**src/rtl/testchain_pkg.sv**
```systemverilog
// Shared constants and types for the testchain BIST driver/checker.
package testchain_pkg;

    localparam int unsigned LFSR_W = 16;
    localparam logic [LFSR_W-1:0] TAP_MASK = 16'hB400;
    localparam logic [LFSR_W-1:0] SEED_DEF = 16'hACE1;

    typedef enum logic [1:0] {
        IDLE,
        FLUSH,
        RUN,
        DONE
    } state_t;

endpackage

```
**src/rtl/prbs16.sv**
```systemverilog
// 16-bit Fibonacci PRBS generator (x^16+x^14+x^13+x^11+1) with seed load and advance enable.
module prbs16
    import testchain_pkg::*;
#(
    parameter logic [LFSR_W-1:0] RST_VAL = SEED_DEF
) (
    input  logic              clk,
    input  logic              rst,
    input  logic              load,
    input  logic [LFSR_W-1:0] seed,
    input  logic              advance,
    output logic              prbs_bit
);

    logic [LFSR_W-1:0] lfsr;

    always_ff @(posedge clk or posedge rst) begin
        if (rst) begin
            lfsr <= RST_VAL;
        end else if (load) begin
            lfsr <= seed;
        end else if (advance) begin
            lfsr <= {lfsr[LFSR_W-2:0], ^(lfsr & TAP_MASK)};
        end
    end

    assign prbs_bit = lfsr[LFSR_W-1];

endmodule

```
**src/rtl/testchain_bist.sv**
```systemverilog
// Drives a PRBS stream into the flop chain and checks the returned stream N cycles later.
module testchain_bist
    import testchain_pkg::*;
#(
    parameter int unsigned       N        = 2,
    parameter int unsigned       LEN_W    = 16,
    parameter int unsigned       CNT_W    = 16,
    parameter logic [LFSR_W-1:0] SEED_DEF = testchain_pkg::SEED_DEF
) (
    input  logic              clk,
    input  logic              rst,
    input  logic              start,
    input  logic [LEN_W-1:0]  len,
    input  logic [LFSR_W-1:0] seed,
    output logic              chain_din,
    input  logic              chain_dout,
    output logic              busy,
    output logic              done,
    output logic              pass,
    output logic [CNT_W-1:0]  err_count,
    output logic [LEN_W-1:0]  first_err_idx
);

    localparam int unsigned CYC_W = LEN_W + 1;
    localparam logic [CYC_W-1:0] N_C = CYC_W'(N);

    state_t            state, state_n;
    logic [CYC_W-1:0]  cyc, cyc_n;
    logic [LEN_W-1:0]  len_q, len_n;
    logic              chain_din_n, busy_n, done_n, pass_n;
    logic [CNT_W-1:0]  err_n;
    logic [LEN_W-1:0]  first_n;
    logic [LFSR_W-1:0] seed_eff;
    logic              load, tx_adv, rx_adv, tx_bit, rx_bit;

    assign seed_eff = (seed == '0) ? SEED_DEF : seed;

    prbs16 #(.RST_VAL(SEED_DEF)) u_tx (
        .clk      (clk),
        .rst      (rst),
        .load     (load),
        .seed     (seed_eff),
        .advance  (tx_adv),
        .prbs_bit (tx_bit)
    );

    prbs16 #(.RST_VAL(SEED_DEF)) u_rx (
        .clk      (clk),
        .rst      (rst),
        .load     (load),
        .seed     (seed_eff),
        .advance  (rx_adv),
        .prbs_bit (rx_bit)
    );

    always_ff @(posedge clk or posedge rst) begin
        if (rst) begin
            state         <= IDLE;
            cyc           <= '0;
            len_q         <= '0;
            chain_din     <= 1'b0;
            busy          <= 1'b0;
            done          <= 1'b0;
            pass          <= 1'b0;
            err_count     <= '0;
            first_err_idx <= '1;
        end else begin
            state         <= state_n;
            cyc           <= cyc_n;
            len_q         <= len_n;
            chain_din     <= chain_din_n;
            busy          <= busy_n;
            done          <= done_n;
            pass          <= pass_n;
            err_count     <= err_n;
            first_err_idx <= first_n;
        end
    end

    // chain_din is registered, so the bit for RUN cycle c is chosen one cycle earlier
    always_comb begin
        state_n     = state;
        cyc_n       = cyc;
        len_n       = len_q;
        chain_din_n = 1'b0;
        err_n       = err_count;
        first_n     = first_err_idx;
        pass_n      = pass;
        load        = 1'b0;
        tx_adv      = 1'b0;
        rx_adv      = 1'b0;

        case (state)
            IDLE: begin
                if (start) begin
                    len_n   = len;
                    err_n   = '0;
                    first_n = '1;
                    pass_n  = 1'b0;
                    load    = 1'b1;
                    cyc_n   = '0;
                    state_n = FLUSH;
                end
            end
            FLUSH: begin
                if (cyc == N_C - CYC_W'(1)) begin
                    cyc_n = '0;
                    if (len_q != '0) begin
                        state_n     = RUN;
                        chain_din_n = tx_bit;
                        tx_adv      = 1'b1;
                    end else begin
                        state_n = DONE;
                    end
                end else begin
                    cyc_n = cyc + CYC_W'(1);
                end
            end
            RUN: begin
                if (cyc + CYC_W'(1) < CYC_W'(len_q)) begin
                    chain_din_n = tx_bit;
                    tx_adv      = 1'b1;
                end
                if (cyc >= N_C) begin
                    rx_adv = 1'b1;
                    if (chain_dout != rx_bit) begin
                        if (err_count != '1) begin
                            err_n = err_count + CNT_W'(1);
                        end
                        if (err_count == '0) begin
                            first_n = LEN_W'(cyc - N_C);
                        end
                    end
                end
                if (cyc == CYC_W'(len_q) + N_C - CYC_W'(1)) begin
                    state_n = DONE;
                end else begin
                    cyc_n = cyc + CYC_W'(1);
                end
            end
            DONE: begin
                state_n = IDLE;
            end
            default: begin
                state_n = IDLE;
            end
        endcase

        busy_n = (state_n != IDLE);
        done_n = (state_n == DONE);
        if (state_n == DONE) begin
            pass_n = (err_n == '0);
        end
    end

endmodule

```
**config.mk**
```make
export PLATFORM = sky130hd
export DESIGN_NAME = testchain_bist
export DESIGN_NICKNAME = d
export VERILOG_FILES = /design/src/rtl/testchain_pkg.sv /design/src/rtl/prbs16.sv /design/src/rtl/testchain_bist.sv
export SDC_FILE = /design/constraint.sdc
export NUM_CORES = 1
export LEC_CHECK = 0
export CORE_MARGIN = 1.5
export CORE_UTILIZATION = 35
export DETAILED_ROUTE_END_ITERATION = 8
export PLACE_DENSITY = 0.64
export SYNTH_ARGS = -nofsm -noshare
export SYNTH_HDL_FRONTEND = slang
export SYNTH_SLANG_ARGS = --single-unit
```
**constraint.sdc**
```tcl
create_clock -name clk -period 5.4 [get_ports clk]
set_input_delay 1.62 -clock clk [delete_from_list [all_inputs] [get_ports clk]]
set_output_delay 1.62 -clock clk [all_outputs]
set_load 0.01 [all_outputs]
```
Word level (Yosys, flattened, before mapping)

Index checks and enable logic that the tools add are counted.

Flip-flop bits (word level): 103

Add/subtract/negate cells: 5
Order comparisons: 2
Eq/ne operators: 13
Multiplexer cells: 39
Reduce and logical (&&, ||, !) cells: 18

Operators by type and width:

| operator                                             | count |
|---|---|
| two-way mux 16 bit                                   | 13 |
| one-hot mux 16 bit (2 select lines)                  | 2 |
| two-way mux 17 bit                                   | 3 |
| one-hot mux 17 bit (3 select lines)                  | 1 |
| logical NOT 16 bit                                   | 3 |
| XOR reduction 16 bit                                 | 2 |
| adder 16 x 2 -> 17 bit, second input constant        | 1 |
| adder 17 x 1 -> 17 bit, second input constant        | 1 |
| equality test 17 x 1 -> 1 bit, second input constant | 1 |
| equality test 17 bit                                 | 1 |
| >= comparator 17 x 2 -> 1 bit, second input constant | 1 |
| < comparator 17 x 16 -> 1 bit                        | 1 |
| subtractor 17 x 1 -> 17 bit, second input constant   | 1 |
| adder 16 x 1 -> 16 bit, second input constant        | 1 |
| inequality test 16 bit, second input constant        | 1 |
| nonzero test 16 bit                                  | 1 |
| subtractor 16 x 2 -> 16 bit, second input constant   | 1 |
| two-way mux 1 bit                                    | 14 |
| nonzero test 2 bit                                   | 6 |
| inequality test 2 bit, second input constant         | 5 |
| one-hot mux 2 bit (4 select lines)                   | 1 |
| equality test 2 bit, second input constant           | 3 |
| two-way mux 2 bit                                    | 3 |
| AND reduction 5 bit                                  | 1 |
| 7 further kinds                                      | 9 |

Longest topological paths before layout

Gate-level depths: netlist of the first run.

Depth in word-level cells: 8
Mapped depth: 18
Depth with buffers taken out: 15

Hierarchy

A second synthesis of the first run with hierarchy kept.

Cells, all modules: 780
Area, all modules: 6791.5 um^2

By module, submodules not included:

| module         | times used | cells each | area each (um^2) |
|---|---|---|---|
| testchain_bist | 1          | 632        | 5201.2 |
| prbs16 (u_tx)  | 1          | 74         | 795.8 |
| prbs16 (u_rx)  | 1          | 74         | 794.5 |

Worst setup path after synthesis of the first run

Ideal clock, no wire load.

Path type: register to register
From: reg cyc[0]
To: reg u_tx.lfsr[0]
Library setup time: 0.094 ns
Data arrival time: 3.460 ns
Required time: 5.306 ns
Setup slack: 1.845 ns
Stages on the path, launching flop included: 18
Buffers on the path: 3
Period minus slack after synthesis: 3.555 ns
Cell sequence: dfrtp_1 -> ha_1 -> and3_1 -> and3_1 -> and3_1 -> clkbuf_1 -> xor2_1 -> ha_1 -> a21o_1 -> a21oi_1 -> o21ai_0 -> nor4_1 -> o31ai_1 -> a311oi_1 -> buf_4 -> buf_4 -> nor3_1 -> a311oi_1

Cells in the longest elaborated chain, start to end: 5
Elaborated cells between the ends (all ways): 7

RTL lines:

| element                               | RTL line              | source |
|---|---|---|
| start: declaration                    | testchain_bist.sv:28  | `logic [CYC_W-1:0] cyc, cyc_n;` |
| start signal: assignment              | testchain_bist.sv:69  | `cyc <= cyc_n;` |
| adder 17 x 1 -> 17 bit                | testchain_bist.sv:120 | `if (cyc + CYC_W'(1) < CYC_W'(len_q)) begin` |
| < comparator 17 x 16 -> 1 bit         | testchain_bist.sv:120 |  |
| two-way mux 1 bit                     | testchain_bist.sv:120 |  |
| one-hot mux 1 bit (2 select lines) *  | testchain_bist.sv:93  | `case (state)` |
| nonzero test 2 bit (no source line) * | -                     |  |
| end signal: assignment                | prbs16.sv:23          | `lfsr <= {lfsr[LFSR_W-2:0], ^(lfsr & TAP_MASK)};` |
| end: declaration                      | prbs16.sv:15          | `logic [LFSR_W-1:0] lfsr;` |

Every way passes the cells marked *; elsewhere a longest branch is shown, timed or not.
A chain may end at the register's enable or synchronous reset.

Worst setup path after layout of the first run

From: reg cyc[2]
To: reg u_tx.lfsr[8]

Same word-level chain as after synthesis.

==> summary.md, run 1 <==
| Metric | Value |
|---|---|
| Final Non-Filler Cells | 1,018 |
| Post-CTS Hold Buffers | 0 |
| Initial core utilization | 0.360 |
| Die Wd | 140 µm |
| Sequential Power Share | 0.367 |
| Commonest non-fill, non-tap cell in the layout | nand2_1 |
| Post-DRT Antenna Nets | 0 |
| Worst vdd ir | 216 µV |
| Fin crit period | 4090 ps |
| Final net count | 849 |
| Clock skew | 9.62 ps |
| R2R Path Start | cyc[2] |
| Max stage delay on crit path | 580 ps |
| P&R area growth vs syn | 17.9% |
| Post-CTS Resized | 0 |
| Core Util, Final | 0.425 |
| Pre-antenna DRT Iters | 7 |
| Finished Cell Area | 0.00771 mm² |
| Arrival time worst endpoint | 4320 ps |
| Buf/Inv on CP | 1 |
| Crit. End Element | register |
| Int Pwr | 1.97 mW |
| Maximum buffer depth of the clock tree | 2 |
| DRT iter0 DRCs | 345 |
| Max-cap violation count | 0 |
| Vias per std cell | 5.52 |
| Number of antenna diodes | 0 |
| Worst Setup SP | cyc[2] |
| TritonCTS buffer count | 9 |
| DR WL/cell | 16.0 µm |
| Mapped cell area | 0.00654 mm² |
| Pre-CTS setup slack | 1210 ps |
| Synth Flop Type | dfrtp_1 |
| RSZ-0062 raised after global routing | no |
| CP delay by family, top | simple AND/OR/NAND/NOR gates |
| Seq cells post-synth | 103 |
| Async SR Flop Fraction | 1.00 |
| Total Power Consumption | 3.39 mW |
| Die area | 0.0195 mm² |
| Worst-Margin Slew | 1120 ps |
| Avg Cell Area, Syn | 8.74 µm² |
| Final Max Slew Viols | 0 |
| Distinct cells, synth | 67 |
| Cell mode on critical path | ha_1 |
| Mapped Nets | 813 |
| Logic pwr share | 0.426 |
| Initial antenna violation count | 0 |
| GPL Wtd Cong | 0.888 |
| Clk pwr share | 0.208 |
| Final-report hold violation count | 0 |
| Synth top area cells | dfrtp_1 (27%), dfstp_2 (13%), ha_1 (5.6%), nand2_1 (4.5%), xnor2_1 (4.2%) |
| Setup TNS | 0 ps |
| Setup ws final | 1310 ps |
| Aggregate global-route resource usage | 0.173 |
| Worst-path clk slew | 80 ps |
| Share of cells above drive strength 1 | 0.0951 |
| PortBufs | 71 |
| Root buf cell | clkbuf_16 |
| Placed standard-cell area | 0.00738 mm² |
| First-pass GRT wire length | 27.5 mm |
| Postcts setup bufs | 0 |
| Vias in the first global route | 5,268 |
| Synth area leader | dfrtp_1 |
| GR Overflow Total | 0 |
| Post-placement cell count | 1,002 |
| Final setup vio count | 0 |
| Max Clk Rate | 244 MHz |
| WS Path Type | reg -> reg |
| Failing checks | DRC |
| Die span in y | 140 µm |
| Net Sw Frac | 0.419 |
| Worst Hold Class | reg -> reg |
| Vias | 5,622 |
| Total net switching power | 1.42 mW |
| Clk sink count | 103 |
| # H-tree levels | 3 |
| Startpoint Class | register |
| DRC | 8 |
| I/O pins | 72 |
| CTS tree | yes |
| Tightest hold margin | 483 ps |
| Area of the core region | 0.0181 mm² |
| CP cell instances | ha_1 > nand2_1 > nor2_1 > and3_1 > nand3_1 > xnor2_1 > ha_1 > a21oi_1 > o21ai_0 > nor4_1 > o31ai_1 > a311oi_4 > buf_4 > mux2i_1 > o21ai_1 |
| Rel. slew slack | 0.252 |
| Crit-path slowest cell | dfrtp_1 |
| DRT Wirelength | 16.3 mm |
| # rows | 49 |
| Synth top area share | 0.272 |
| Status | complete, but fails checks |
| Critical Path RT | 5630 ps |
| Post-synth EDFFs | 0 |
| Pleak | 3.20 nW |
| Detail Placement HPWL | 11.7 mm |
| Mapped Cells | 748 |
| Pwr/cell area | 440 mW/mm² |
| CP Max Fanout | 18 |
| Worst-skew pair later-pin latency | 360 ps |
| Min-delay src | u_rx.lfsr[0] |
| Tcrit/Tclk final | 0.758 |
| Commonest non-fill, non-tap cells in the layout | nand2_1 (79), dfrtp_1 (71), clkdlybuf4s50_1 (71), nor2_1 (63), o21ai_0 (42) |
| Largest net degree at the start of global routing | 66 |
| Sequential fraction of the synthesis area | 0.401 |
| Number of synthesis warnings | 0 |
cell usage after synthesis, drive strengths merged (4+ instances only):
cell and number:
a22o 8, nand2 79, a41oi 4, xor2 24, o21ai 63, mux2i 16
dfrtp 71, dfstp 32, a31oi 25, and3 15, inv 35, xnor2 31
buf 13, nand4 8, a21oi 26, nand3 31, nand2b 4, and4 5
clkbuf 39, o22ai 10, nor4 19, ha 29, nor2 64, o41ai 5
nor3 19, o31ai 15, or4 8, and2 5, nor2b 8
area by class of cell:
cell class                 instances  area (µm²)
sequential                       103        2620
fill                            1796       10400
inverter                          35         134
multi-input combinational        558        3580
clock inverter                     7         103
clock buffer                       9         225
timing repair buffer              77         756
tap                              229         287
registers in the layout, summed over array words and instances (netlist names):
register / flops
len_q: 16
u_tx.lfsr: 16
chain_din: 1
busy: 1
state: 2
done: 1
cyc: 17
first_err_idx: 16
err_count: 16
u_rx.lfsr: 16
pass: 1
power by group through the flow:
stage	Clock [mW]	Combinational, mW	Sequential, mW
3_5_place_dp	0	1.44	1.25
6_report	0.705	1.44	1.24
4_1_cts	0.722	1.45	1.24
2_1_floorplan	0	1.15	1.18
5_1_grt	0.748	1.65	1.28
3_3_place_gp	0	1.42	1.25
cell families (layout without fill, tap and decap cells):
family / Yosys count / after routing / share of synthesized area
compound gates: 182 / 182 / 0.182
xor+xnor: 55 / 55 / 0.0737
fa+ha+maj: 29 / 29 / 0.0555
buf+inv: 87 / 128 / 0.0542
flops: 103 / 103 / 0.401
mux: 16 / 16 / 0.0245
simple gates: 276 / 276 / 0.210
tightest hold or removal path, cell delays in order (launching register included):
cell and delay (ps):
dfstp_2 370, nand2_1 40, o21ai_0 70
layer usage:
layer / up-vias / wire length, µm / global-route usage
li1: 2756 / - / -
met4: 0 / 205 / 0.0427
met2: 150 / 7310 / 0.270
met3: 17 / 850 / 0.0310
met5: - / 0 / 0
met1: 2699 / 7940 / 0.248
path summary, 6_finish.rpt:
kind / cells past startpoint / end / slack [ps]
worst max register to register: 15 / u_tx.lfsr[8] / 1310
worst max-delay path: 15 / u_tx.lfsr[8] / 1310
worst min register to register: 2 / u_rx.lfsr[0] / 480
max in group asynchronous: 3 / u_rx.lfsr[0] / 2720
worst min-delay path: 2 / u_rx.lfsr[0] / 480
min in group asynchronous: 2 / len_q[15] / 1770
(Power assumes the default switching activity.)
==> run 2, diff against run 1 <==
--- a/config.mk
+++ b/config.mk
@@ -8,7 +8,7 @@
 export CORE_MARGIN = 1.5
 export CORE_UTILIZATION = 35
 export DETAILED_ROUTE_END_ITERATION = 8
-export PLACE_DENSITY = 0.64
+export PLACE_DENSITY = 0.66
 export SYNTH_ARGS = -nofsm -noshare
 export SYNTH_HDL_FRONTEND = slang
 export SYNTH_SLANG_ARGS = --single-unit
==> constraint.sdc (replaced) <==
create_clock -name clk -period 3.7 [get_ports clk]
set_input_delay 1.11 -clock clk [delete_from_list [all_inputs] [get_ports clk]]
set_output_delay 1.11 -clock clk [all_outputs]
set_load 0.01 [all_outputs]
==> run 2 against run 1 <==
Net effect: the run still ends with DRC left; clock skew increased by 4.4 ps; non-clock buffer count rose by 25; combinational power grew 58%; register-to-register slack worse by 1100 ps; largest cell class unchanged; largest power group unchanged.
==> summary.md, run 2 (synthesized netlist as in run 1, its figures left out) <==
| Metric | Value |
|---|---|
| Status | complete, but fails checks |
| Failing checks | DRC |
| Vias | 5,709 (+1.5%) |
| Fin crit period | 3490 ps (-601 ps) |
| Largest net degree at the start of global routing | 60 (-9.1%) |
| Final Max Slew Viols | 0 (unchanged) |
| CTS tree | yes |
| Root buf cell | clkbuf_16 |
| DRT iter0 DRCs | 403 (+17%) |
| Critical Path RT | 3930 ps (-1700 ps) |
| # rows | 49 (unchanged) |
| Net Sw Frac | 0.422 (+0.00328) |
| Placed standard-cell area | 0.00756 mm² (+2.5%) |
| Worst-skew pair later-pin latency | 370 ps (about the same) |
| Post-DRT Antenna Nets | 0 (unchanged) |
| Vias per std cell | 5.47 (-0.89%) |
| First-pass GRT wire length | 27.7 mm (+0.98%) |
| Reg with most FFs | cyc |
| Number of antenna diodes | 0 (unchanged) |
| I/O pins | 72 (unchanged) |
| CP Max Fanout | 5 (-13) |
| Initial core utilization | 0.360 (unchanged) |
| Startpoint Class | register |
| Min-delay src | u_rx.lfsr[11] |
| Worst vdd ir | 298 µV (+38%) |
| Final-report hold violation count | 0 (unchanged) |
| Worst Hold Class | reg -> reg |
| Final net count | 874 (+2.9%) |
| Pre-antenna DRT Iters | 7 (unchanged) |
| Clk sink count | 103 (unchanged) |
| R2R Path Start | cyc[1] |
| Pleak | 3.34 nW (+4.3%) |
| Core Util, Final | 0.440 (+0.0156) |
| TritonCTS buffer count | 9 (unchanged) |
| Final setup vio count | 0 (unchanged) |
| Area of the core region | 0.0181 mm² (unchanged) |
| Commonest non-fill, non-tap cell in the layout | nand2_1 |
| DRT Wirelength | 16.8 mm (+3.1%) |
| Arrival time worst endpoint | 3720 ps (-600 ps) |
| Worst-path clk slew | 90 ps (about the same) |
| Share of cells above drive strength 1 | 0.136 (+0.0413) |
| P&R area growth vs syn | 22.2% |
| Fillcell total | 1,753 (-2.4%) |
| Maximum buffer depth of the clock tree | 2 (unchanged) |
| Max reg flops | 17 (unchanged) |
| Commonest non-fill, non-tap cells in the layout | nand2_1 (78), dfrtp_1 (71), clkdlybuf4s50_1 (71), nor2_1 (61), o21ai_0 (42) |
| Int Pwr | 2.92 mW (+48%) |
| GPL Wtd Cong | 0.910 (+2.5%) |
| Rel. slew slack | 0.265 (+0.0130) |
| Max Clk Rate | 286 MHz (+17%) |
| Total net switching power | 2.13 mW (+50%) |
| Die span in y | 140 µm (unchanged) |
| WS Path Type | reg -> reg |
| Aggregate global-route resource usage | 0.176 (+0.00303) |
| GR Overflow Total | 0 (unchanged) |
| DR WL/cell | 16.1 µm (+0.67%) |
| Crit. End Element | register |
| Pwr/cell area | 633 mW/mm² (+44%) |
| Clk pwr share | 0.192 (-0.016) |
| Tcrit/Tclk final | 0.944 (+0.186) |
| Finished Cell Area | 0.00799 mm² (+3.7%) |
| Detail Placement HPWL | 12.4 mm (+5.6%) |
| DRC | 9 (+1) |
| Vias in the first global route | 5,400 (+2.5%) |
| Max-cap violation count | 0 (unchanged) |
| Logic pwr share | 0.451 (+0.025) |
| Storage cell area | 0.00262 mm² (unchanged) |
| Worst-Margin Slew | 1100 ps (-18.3 ps) |
| # H-tree levels | 3 (unchanged) |
| Initial antenna violation count | 0 (unchanged) |
| Worst Setup SP | cyc[1] |
| Sequential Power Share | 0.357 (-0.010) |
| PortBufs | 71 (unchanged) |
| Die area | 0.0195 mm² (unchanged) |
| Die Wd | 140 µm (unchanged) |
| Setup TNS | 0 ps (unchanged) |
| Clock skew | 14.0 ps (+4.37 ps) |
| Multi-input combinational cell area | 0.00364 mm² (+1.5%) |
| RSZ-0062 raised after global routing | no |
| Total Power Consumption | 5.06 mW (+49%) |
-- run 2: cell types whose count changed in the layout (fill, tap and decap cells not counted), moves of 2 or more --
cell,delta
nor2_1,-2
clkbuf_16,+2
and3_1,-2
buf_4,+19
buf_12,+2
nor2_2,+2
clkinvlp_4,+3
and3_4,+2
clkinv_4,-2
buf_6,+2
-- run 2: area by class of cell --
class                           instances  area share
Inverter                               35      0.0169
Tap cell                              229      0.0359
Clock inverter                          7     0.00924
Clock buffer                            9      0.0282
Timing Repair Buffer                  102       0.127
Multi-Input combinational cell        558       0.456
Sequential cell                       103       0.328
-- run 2: routing by layer --
layer  GRT usage  part of all wire
met1       0.250              0.48
met2       0.270              0.45
met3      0.0313             0.056
met4      0.0593             0.019
met5           0                 0
-- run 2: metrics by stage --
stage | hold WS [ps] | setup WS, ps | cells
final | 484 | 207 | 1043
after global routing | 502 | 1.38 | 1043
after CTS | 487 | 90.1 | 1039
after detailed placement | 475 | 115 | 1023
after global placement | 468 | 198 | 1023
after floorplan | 459 | 145 | 748
-- run 2: critical path, cell delays in order, from the launching register on --
cell and delay, ps:
dfrtp_1 420, ha_4 190, and3_1 210, and3_4 190, and3_4 180, xor2_1 140
ha_1 290, a21o_1 160, a21oi_1 170, o21ai_0 110, nor4_2 300, o31ai_2 130
a311oi_4 300, buf_6 180, clkbuf_16 140, mux2i_1 170, o21ai_1 70
-- run 2: repair_timing --
action / in CTS / in global routing
hold buffers: 0 / 0
resized for setup: 0 / 14
setup endpoints to repair: 0 / 17
setup buffers: 0 / 1
-- run 2: power groups by stage --
| stage | logic (mW) | clock network [mW] | registers [mW] |
|---|---|---|---|
| after floorplan | 1.68 | 0 | 1.72 |
| after CTS | 2.20 | 1.00 | 1.80 |
| after global placement | 2.15 | 0 | 1.81 |
| after global routing | 2.55 | 1.04 | 1.85 |
| final | 2.28 | 0.973 | 1.80 |
| after detailed placement | 2.19 | 0 | 1.82 |
-- run 2: worst paths after layout --
| path | slack (ps) | to | cells after the start |
|---|---|---|---|
| setup reg to reg | 210 | u_tx.lfsr[12] | 16 |
| min in group asynchronous | 1220 | err_count[4] | 2 |
| setup / recovery | 210 | u_tx.lfsr[12] | 16 |
| hold reg to reg | 480 | u_rx.lfsr[11] | 2 |
| max in group asynchronous | 1740 | u_rx.lfsr[0] | 3 |
| hold / removal | 480 | u_rx.lfsr[11] | 2 |
==> run 3, diff against run 2 <==
--- a/config.mk
+++ b/config.mk
@@ -5,10 +5,13 @@
 export SDC_FILE = /design/constraint.sdc
 export NUM_CORES = 1
 export LEC_CHECK = 0
+export CELL_PAD_IN_SITES_DETAIL_PLACEMENT = 1
+export CELL_PAD_IN_SITES_GLOBAL_PLACEMENT = 2
 export CORE_MARGIN = 1.5
-export CORE_UTILIZATION = 35
+export CORE_UTILIZATION = 32
 export DETAILED_ROUTE_END_ITERATION = 8
-export PLACE_DENSITY = 0.66
+export HOLD_SLACK_MARGIN = 0.06
+export PLACE_DENSITY = 0.88
 export SYNTH_ARGS = -nofsm -noshare
 export SYNTH_HDL_FRONTEND = slang
 export SYNTH_SLANG_ARGS = --single-unit
==> run 3 against run 2 <==
Net effect: critical path type unchanged; the flow now finishes without violations; clock power rose by 7%; combinational power increased by 3%; fmax shrank 1.4%; clock skew rose by 1.1 ps; design area rose by 0.94%; die area up 9.2%; global-route usage is 0.69 points higher; critical path depth shrank 5; highest routed layer unchanged; clock-buffer cell count unchanged.
==> summary.md, run 3 (synthesized netlist as in run 1, its figures left out) <==
| Metric | Value |
|---|---|
| Final-report hold violation count | 0 (unchanged) |
| Fillcell total | 2,350 (+34%) |
| I/O pins | 72 (unchanged) |
| Tcrit/Tclk final | 0.958 (+0.0134) |
| Worst-skew pair later-pin latency | 360 ps (about the same) |
| CP delay by family, top | compound AO/OA/AOI/OAI gates |
| Post-DRT Antenna Nets | 0 (unchanged) |
| Crit. End Element | register |
| GPL Wtd Cong | 0.827 (-9.1%) |
| Fin crit period | 3540 ps (+49.6 ps) |
| First-pass GRT wire length | 31.4 mm (+13%) |
| Clock skew | 15.1 ps (+1.08 ps) |
| Pleak | 3.35 nW (+0.30%) |
| DRT iter0 DRCs | 268 (-33%) |
| Detail Placement HPWL | 13.8 mm (+11%) |
| Clk sink count | 103 (unchanged) |
| Vias | 5,834 (+2.2%) |
| Worst-Margin Slew | 1060 ps (-38.3 ps) |
| Area of the core region | 0.0201 mm² (+11%) |
| Pre-antenna DRT Iters | 4 (-3) |
| Top Usage Layer GRT | met2 |
| P&R area growth vs syn | 23.4% |
| Share of cells above drive strength 1 | 0.140 (+0.00317) |
| Met1 usage | 0.245 (-0.00577) |
| Vias per std cell | 5.37 (-1.9%) |
| Max Clk Rate | 282 MHz (-1.4%) |
| # H-tree levels | 3 (unchanged) |
| CP cell instances | ha_1 > nand2_1 > or2_1 > o311a_1 > o31ai_1 > o2111ai_1 > nor4b_2 > or3_4 > buf_4 > o21ai_0 > o31ai_2 |
| Arrival time worst endpoint | 3810 ps (+90 ps) |
| Root buf cell | clkbuf_16 |
| Die area | 0.0213 mm² (+9.2%) |
| Setup ws final | 157 ps (-49.6 ps) |
| Die Wd | 146 µm (+4.5%) |
| Max reg flops | 17 (unchanged) |
| DR WL/cell | 17.9 µm (+11%) |
| Worst-path clk slew | 80 ps (about the same) |
| Rel. slew slack | 0.291 (+0.0255) |
| CTS tree | yes |
| Vias in the first global route | 5,876 (+8.8%) |
| Final Max Slew Viols | 0 (unchanged) |
| Critical Path RT | 3970 ps (+40 ps) |
| Max-cap violation count | 0 (unchanged) |
| Die span in y | 146 µm (+4.5%) |
| Initial core utilization | 0.325 (-0.0351) |
| Startpoint Class | register |
| Grt met3 use | 0.0210 (-0.0103) |
| Crit-path slowest cell | dfrtp_1 |
| Pwr/cell area | 646 mW/mm² (+2.1%) |
| Met2 usage | 0.312 (+0.0417) |
| GR Overflow Total | 0 (unchanged) |
| Pre-CTS setup slack | 92.0 ps (-22.7 ps) |
| PortBufs | 71 (unchanged) |
| Aggregate global-route resource usage | 0.183 (+0.00687) |
| WS Path Type | reg -> reg |
| TritonCTS buffer count | 9 (unchanged) |
| DRC | 0 (-9) |
| CP Max Fanout | 13 (+8) |
| Final setup vio count | 0 (unchanged) |
| Final Non-Filler Cells | 1,087 (+4.2%) |
| Worst vdd ir | 286 µV (-3.8%) |
| Final net count | 877 (+0.34%) |
| Setup TNS | 0 ps (unchanged) |
| Max stage delay on crit path | 460 ps (+40 ps) |
| Reg with most FFs | cyc |
| DRT Wirelength | 19.5 mm (+16%) |
| Commonest non-fill, non-tap cells in the layout | nand2_1 (79), clkdlybuf4s50_1 (71), dfrtp_1 (68), nor2_1 (63), o21ai_0 (42) |
| Maximum buffer depth of the clock tree | 2 (unchanged) |
| Post-placement cell count | 1,067 (+4.3%) |
| # rows | 52 (+6.1%) |
| Largest net degree at the start of global routing | 69 (+15%) |
| Worst Hold Class | reg -> reg |
| Status | complete, no violations |
| Initial antenna violation count | 0 (unchanged) |
| Buf/Inv on CP | 1 (-1) |
| Number of antenna diodes | 0 (unchanged) |
| Commonest non-fill, non-tap cell in the layout | nand2_1 |
## run 3: cell count changes in the layout (fill, tap and decap cells not counted), moves of 2 or more
cell / delta
buf_4: +4
clkinv_4: +2
dfrtp_2: +3
nor2_1: +2
dfrtp_1: -3
inv_8: -2
nor2_2: -2
## run 3: metrics by stage
step	power [mW]	instance area (µm²)	util	hold WS, ps
after floorplan	3.40	6540	-	459
after global placement	4.01	7640	0.380	467
after detailed placement	4.08	7640	0.380	481
after CTS	5.14	7950	0.396	493
after global routing	5.59	8060	0.401	526
final	5.21	8060	0.401	486
## run 3: metal layers
metal  vias up  share of wire
met5         -              0
met4         0          0.018
met3        21          0.025
met2        82           0.49
met1      2926           0.46
li1       2805              -
## run 3: worst reg2reg max path, cell delays in order, from the launching register on
cell,delay [ps]
dfrtp_1,460
ha_1,300
nand2_1,140
or2_1,380
o311a_1,400
o31ai_1,390
o2111ai_1,270
nor4b_2,410
or3_4,260
buf_4,220
o21ai_0,140
o31ai_2,80
## run 3: layout make-up
cell class / instances / area [µm²] / area share
multi-input combinational: 558 / 3620 / 0.449
tap: 270 / 338 / 0.0419
clock buffer: 9 / 225 / 0.0279
inverter: 35 / 135 / 0.0168
timing repair buffer: 105 / 1030 / 0.128
clock inverter: 7 / 91.3 / 0.0113
sequential: 103 / 2620 / 0.325
## run 3: repair_timing
action	4_1_cts	5_1_grt
resized for setup	0	12
setup endpoints to repair	0	17
hold buffers	0	0
buffers inserted	0	2
## run 3: worst paths after layout
check,from,endpoint,slack (ps),cells past startpoint
worst max register to register,len_q[0],cyc[3],160,11
max in group asynchronous,rst,first_err_idx[4],1670,3
worst max-delay path,len_q[0],cyc[3],160,11
min in group asynchronous,rst,err_count[13],1200,2
worst min-delay path,u_rx.lfsr[11],u_rx.lfsr[11],490,2
worst min register to register,u_rx.lfsr[11],u_rx.lfsr[11],490,2
## run 3: where the power goes
group	switching (mW)	leakage, nW	internal (mW)
registers	0.319	1.25	1.51
clock network	0.498	0.151	0.542
logic	1.41	1.94	0.932
